File: src/rtl/connection_bank.sv
// Purpose: trainable weight store for NUM_CONN signed Q(FIXED_BITS.FRACTIONAL_BITS) connections with a momentum update engine.
// Latency: rd_* registered (1 cycle); a sweep takes NUM_CONN+1 cycles from update_start to the done pulse.
// Backpressure: none; wr_en, grad_valid and update_start are dropped (not queued) while a sweep is in progress or done is high.
//
// Ports:
//   clk, rst                      single clock, async active-high reset
//   wr_en/wr_addr/wr_weight       load a weight (clears that entry's grad and prev_delta)
//   grad_valid/grad_addr/grad_in  saturating gradient accumulate
//   update_start/eta/alpha        start a sweep; eta and alpha latched on the start cycle
//   rd_addr -> rd_weight/rd_delta registered read port (out-of-range reads return 0)
//   busy, done                    sweep in progress / one-cycle end-of-sweep pulse
module connection_bank #(
  parameter int  NUM_CONN        = 4,
  parameter int  FIXED_BITS      = 8,
  parameter int  FRACTIONAL_BITS = 8,
  localparam int W               = FIXED_BITS + FRACTIONAL_BITS,
  localparam int AW              = (NUM_CONN > 1) ? $clog2(NUM_CONN) : 1
) (
  input  logic                clk,
  input  logic                rst,
  input  logic                wr_en,
  input  logic [AW-1:0]       wr_addr,
  input  logic signed [W-1:0] wr_weight,
  input  logic                grad_valid,
  input  logic [AW-1:0]       grad_addr,
  input  logic signed [W-1:0] grad_in,
  input  logic                update_start,
  input  logic signed [W-1:0] eta,
  input  logic signed [W-1:0] alpha,
  input  logic [AW-1:0]       rd_addr,
  output logic signed [W-1:0] rd_weight,
  output logic signed [W-1:0] rd_delta,
  output logic                busy,
  output logic                done
);

  localparam logic [AW:0]   CONN_LIM = (AW+1)'(NUM_CONN);
  localparam logic [AW-1:0] LAST_IDX = AW'(NUM_CONN - 1);

  typedef enum logic [1:0] {S_IDLE, S_UPDATE, S_DONE} state_t;

  state_t              state;
  logic [AW-1:0]       idx;
  logic signed [W-1:0] eta_q;
  logic signed [W-1:0] alpha_q;

  logic signed [W-1:0] weight_mem [NUM_CONN];
  logic signed [W-1:0] grad_mem   [NUM_CONN];
  logic signed [W-1:0] pdelta_mem [NUM_CONN];

  // Clamp a W+1-bit two's-complement sum into W bits.
  function automatic logic signed [W-1:0] sat(input logic [W:0] x);
    if (x[W] != x[W-1])
      return x[W] ? {1'b1, {(W-1){1'b0}}} : {1'b0, {(W-1){1'b1}}};
    else
      return x[W-1:0];
  endfunction

  logic rd_ok, wr_ok, grad_ok, grad_take;
  assign rd_ok   = ({1'b0, rd_addr}   < CONN_LIM);
  assign wr_ok   = ({1'b0, wr_addr}   < CONN_LIM);
  assign grad_ok = ({1'b0, grad_addr} < CONN_LIM);
  // A load to the same entry in the same cycle wins over the gradient sample.
  assign grad_take = grad_valid && grad_ok && !(wr_en && wr_ok && (wr_addr == grad_addr));

  logic [W:0] grad_sum;
  assign grad_sum = {grad_mem[grad_addr][W-1], grad_mem[grad_addr]} + {grad_in[W-1], grad_in};

  // Momentum step for entry idx. Full-width products, arithmetic shift back
  // to Q format (floor), then a W+1-bit sum before saturation.
  logic signed [2*W-1:0] p1, p2;
  logic [W:0]            p1_t, p2_t, d_sum, w_sum;
  logic signed [W-1:0]   d, w_next;

  assign p1    = {{W{eta_q[W-1]}},   eta_q}   * {{W{grad_mem[idx][W-1]}},   grad_mem[idx]};
  assign p2    = {{W{alpha_q[W-1]}}, alpha_q} * {{W{pdelta_mem[idx][W-1]}}, pdelta_mem[idx]};
  assign p1_t  = (W+1)'(p1 >>> FRACTIONAL_BITS);
  assign p2_t  = (W+1)'(p2 >>> FRACTIONAL_BITS);
  assign d_sum = p1_t + p2_t;
  assign d     = sat(d_sum);
  assign w_sum = {weight_mem[idx][W-1], weight_mem[idx]} + {d[W-1], d};
  assign w_next = sat(w_sum);

  always_ff @(posedge clk or posedge rst) begin
    if (rst) begin
      state     <= S_IDLE;
      idx       <= '0;
      busy      <= 1'b0;
      done      <= 1'b0;
      eta_q     <= '0;
      alpha_q   <= '0;
      rd_weight <= '0;
      rd_delta  <= '0;
      for (int k = 0; k < NUM_CONN; k++) begin
        weight_mem[k] <= '0;
        grad_mem[k]   <= '0;
        pdelta_mem[k] <= '0;
      end
    end else begin
      // Reads see the array before this edge's writes.
      rd_weight <= rd_ok ? weight_mem[rd_addr] : '0;
      rd_delta  <= rd_ok ? pdelta_mem[rd_addr] : '0;
      done      <= 1'b0;

      case (state)
        S_IDLE: begin
          if (grad_take)
            grad_mem[grad_addr] <= sat(grad_sum);
          if (wr_en && wr_ok) begin
            weight_mem[wr_addr] <= wr_weight;
            grad_mem[wr_addr]   <= '0;
            pdelta_mem[wr_addr] <= '0;
          end
          if (update_start) begin
            state   <= S_UPDATE;
            idx     <= '0;
            busy    <= 1'b1;
            eta_q   <= eta;
            alpha_q <= alpha;
          end
        end

        S_UPDATE: begin
          weight_mem[idx] <= w_next;
          pdelta_mem[idx] <= d;
          grad_mem[idx]   <= '0;
          if (idx == LAST_IDX) begin
            state <= S_DONE;
            busy  <= 1'b0;
            done  <= 1'b1;
          end else begin
            idx <= idx + AW'(1);
          end
        end

        S_DONE: state <= S_IDLE;

        default: state <= S_IDLE;
      endcase
    end
  end

endmodule
File: config.mk
export PLATFORM = sky130hd
export DESIGN_NAME = connection_bank
export DESIGN_NICKNAME = d
export VERILOG_FILES = /design/src/rtl/connection_bank.sv
export SDC_FILE = /design/constraint.sdc
export NUM_CORES = 2
export LEC_CHECK = 0
export CAP_MARGIN = 5
export CORE_UTILIZATION = 43
export CTS_CLUSTER_DIAMETER = 100
export DETAILED_ROUTE_END_ITERATION = 10
export SLEW_MARGIN = 20
export SYNTH_ARGS = -nofsm -noshare
export SYNTH_HDL_FRONTEND = slang
export SYNTH_SLANG_ARGS = --single-unit
export TNS_END_PERCENT = 50
File: constraint.sdc
create_clock -name clk -period 19.87 [get_ports clk]
set_input_delay 3.974 -clock clk [delete_from_list [all_inputs] [get_ports clk]]
set_output_delay 3.974 -clock clk [all_outputs]
set_load 0.03 [all_outputs]
==> flow_results.org <==
** Final layout
- Top library cells by usage in the layout, fill and taps aside :: 534 x inv_1, 398 x nand2_1, 397 x fa_1, 260 x dfrtp_1, 241 x and2_1
- The finished cells cover 0.0329 mm².
- Post-synthesis to final-layout area growth :: 10.1%
- Post-layout net count :: 3719
- The number of antenna diodes in the final layout is 0.
- Most common cell after layout, fill and taps aside :: inv_1
- Number of fillers in the final layout :: ~6500
- In the final layout, the share of cells above drive strength 1 is between 7 and 8%.

** Floorplan
- Die outline width :: 266 µm
- The core region is 0.0687 mm².
- 109 I/O pins were placed.
- Die Span Y :: about 270 µm
- Num rows :: 96
- The initial utilization of the core area, before any placement, comes to 43.5%.
- The die covers 0.0706 mm².

** Drt
- Vias per Instance :: 5.48
- Before antenna repair, the detailed router went through 6 iterations.
- Wires add up to 83600 µm.
- Avg WL per Cell :: 20.9 µm
- For this run, design rule violations remaining after detail routing come to 0.
- Remaining antenna violation count :: 0
- Vias after detailed routing :: 22000
- Starting DRT DRC Count :: roughly 1600

** Global route
- The total overflow left after global routing is 0.
- In the global route stage, overall resource usage came out at 24.6%.
- Entering global routing, the biggest net connects approximately 120 pins.
- Via count of the first global-routing pass :: 23900
- The initial antenna violation count came to 0.
- The first global-routing pass estimated 134000 µm of wire.

** Synthesis
- Most frequently used flop master after synthesis :: dfrtp_1
- The cell area that synthesis handed to floorplanning was roughly 0.030 mm².
- Synthesis inferred approximately 260 register bits.
- Cell count after synthesis :: 3036
- The average instance in the mapped netlist occupies 9.85 µm².
- Total of warnings raised by yosys :: 0
- Sequential cell area fraction in the yosys report :: a little over a fifth
- Counting every net in the synthesized netlist gives approximately 3700.
- Proportion of synthesized flip-flops having asynchronous set or reset :: 100%
- Count of distinct cell types in the synthesized netlist :: 64
- Yosys mapped a number of flops with a built-in enable equal to 0.

** Placement
- Total half-perimeter wirelength after legalization and detailed placement :: 62400 µm
- Number of I/O port buffers :: 108
- In this run the cell area measured after placement is 0.0317 mm².
- Routability-driven placement finished with a final weighted congestion of ~0.87.

** Critical path
- Critical Path Fanout Max :: 31
- Critical path start-end classification :: reg -> reg
- STA puts the critical path data required time at 20.33 ns.
- The slowest stage of the critical path is the mux4_2 cell.
- Most frequent cell on the critical path :: fa_1
- STA classifies the critical path startpoint as a flop.
- The worst setup path is captured at a flop.
- The largest single stage delay on the critical path is 0.77 ns.
- At the worst endpoint, the arrival time is 14.16 ns.

** Run status
- Outcome :: finished, final reports clean

** Timing
- In the final timing run, aggregate negative setup slack is 0 ns.
- Endpoints failing setup :: 0
- The worst path in the final design needs a cycle of approximately 14 ns, including I/O delays and setup.
- Worst-margin pin slew :: 1.02 ns
- Setup repair after global routing missed its margin :: false
- Share of the clock period used by the worst path :: between 60% and 70%
- Number of max-slew violations in the final report :: 0
- Final setup skew :: 0.0640 ns
- Tightest slew margin relative to the limit :: between 30 and 40%
- Upper clock frequency limit :: 73.0 MHz
- The number of failing hold endpoints at the final stage is 0.

** Min path
- Kind of path behind the tightest hold check :: reg -> reg

** Clock network
- TritonCTS built the clock tree.
- No sink is reached through more buffers than the 3 on the longest clock path.
- CTS built an H-tree with a depth of 2.
- Buffers inserted during clock tree synthesis total 35.
- In this run, post-CTS repair resized a total of 0 instances.
- Clock tree synthesis selected as its root buffer the cell clkbuf_16.
- The number of hold buffers added after CTS was 0.
- After clock tree synthesis, the clock-pin slew on the worst setup and hold paths is 0.06 ns.
- Sinks on the clock net :: 262
- Setup Buffers After CTS :: 0
- Clock insertion delay at the later pin of the skew report :: 0.59 ns

** Flow run
- Max-cap violations in this run came to 0.
## cell usage after synthesis (3+ instances only)
cell      number  area (µm²)
xnor3_1        4        90.1
a221oi_1       4        35.0
mux4_2        94        2120
a22o_1        57         499
maj3_1         7        70.1
buf_2          4        20.0
maj3_2         9         101
o21ai_1       15        75.1
o31a_1         3        26.3
fa_1         397        7950
xnor2_1       78         683
nor4_1         3        18.8
nor3_1        27         135
a211o_1        3        26.3
buf_1          9        33.8
mux2_2        34         383
a211oi_1       8        60.1
buf_6          3        33.8
xor2_1        23         201
mux2i_1        4        40.0
o21bai_1       5        37.5
and3_1         5        31.3
clkbuf_1     127         477
or2_2         11        68.8
a221o_1        3        30.0
nand2b_1      20         125
o221ai_1      40         350
o211ai_1       7        52.6
a21boi_0       4        30.0
a31oi_1       10        62.6
a21o_1        31         233
ha_1         194        2430
nor2_1        88         330
dfrtp_1      262        6560
and2_1       242        1510
nand2_1      398        1490
a21oi_1       70         350
nand3_1       28         140
o21a_1        15         113
inv_1        535        2010
o21ai_0      113         566
nor2b_1       14        87.6
nand4_1        4        25.0
## cells by family (layout without fill, tap and decap cells)
logic type | after synthesis | after routing | synth area share [%]
AO/OA/AOI/OAI | 401 | 401 | 8.89
multiplexers | 132 | 132 | 8.49
flip-flops | 262 | 262 | 21.9
AND/OR/NAND/NOR | 847 | 847 | 13.5
XOR/XNOR | 106 | 106 | 3.31
adder cells (fa/ha/maj) | 607 | 607 | 35.3
buffers and inverters | 681 | 720 | 8.66
## worst max-delay path: cells and delay by family, from the launching register on
kind	cells	cell delay, ns
flops	1	0.72
mux	1	0.77
simple gates	8	1.76
fa+ha+maj	11	4.83
buf+inv	6	0.90
xor+xnor	4	1.23
compound gates	15	3.29
## final timing paths
check / startpoint / to / slack, ns / depth (start not counted)
setup / recovery: idx[0]$_DFFE_PP0P_ / weight_mem[23]$_DFFE_PP0P_ / 6.17 / 45
hold / removal: weight_mem[31]$_DFFE_PP0P_ / weight_mem[31]$_DFFE_PP0P_ / 0.50 / 2
setup reg to reg: idx[0]$_DFFE_PP0P_ / weight_mem[23]$_DFFE_PP0P_ / 6.17 / 45
hold reg to reg: weight_mem[31]$_DFFE_PP0P_ / weight_mem[31]$_DFFE_PP0P_ / 0.50 / 2
max in group asynchronous: rst / weight_mem[37]$_DFFE_PP0P_ / 14.45 / 3
min in group asynchronous: rst / rd_delta[3]$_DFF_PP0_ / 3.99 / 2
## stage by stage
stage	instances	hold slack, ns	util [%]	worst slack, ns
after floorplan	3036	0.461	-	7.71
after global placement	3947	0.475	46.2	6.59
after detailed placement	3947	0.488	46.2	6.25
after CTS	4006	0.499	47.9	6.20
after global routing	4006	0.520	47.9	5.21
final	4006	0.501	47.9	6.17
## state kept, by name, summed over array words and instances, names as in the netlist
name and flops:
grad_mem 64, pdelta_mem 64, weight_mem 64, alpha_q 16
eta_q 16, rd_delta 16, rd_weight 16, idx 2
state 2, busy 1, done 1
## cell type report
type / instances / area (µm²) / share of cell area (%)
clock inverter: 13 / 230 / 0.699
tap: 931 / 1160 / 3.54
multi-input combinational: 2093 / 20800 / 63.1
inverter: 536 / 2020 / 6.13
sequential: 262 / 6560 / 19.9
timing repair buffer: 125 / 1200 / 3.65
clock buffer: 46 / 967 / 2.94
## layer usage
layer | track usage (%) | up-vias | wire length (µm)
met5 | 0 | - | 0
met4 | 8.26 | 0 | 2410
met3 | 3.98 | 131 | 5070
met2 | 40.8 | 721 | 40500
met1 | 32.9 | 11300 | 35600
li1 | - | 9766 | -
Power is not shown: default switching activity piles up to over one toggle a cycle in this logic, so the estimate is an artifact.
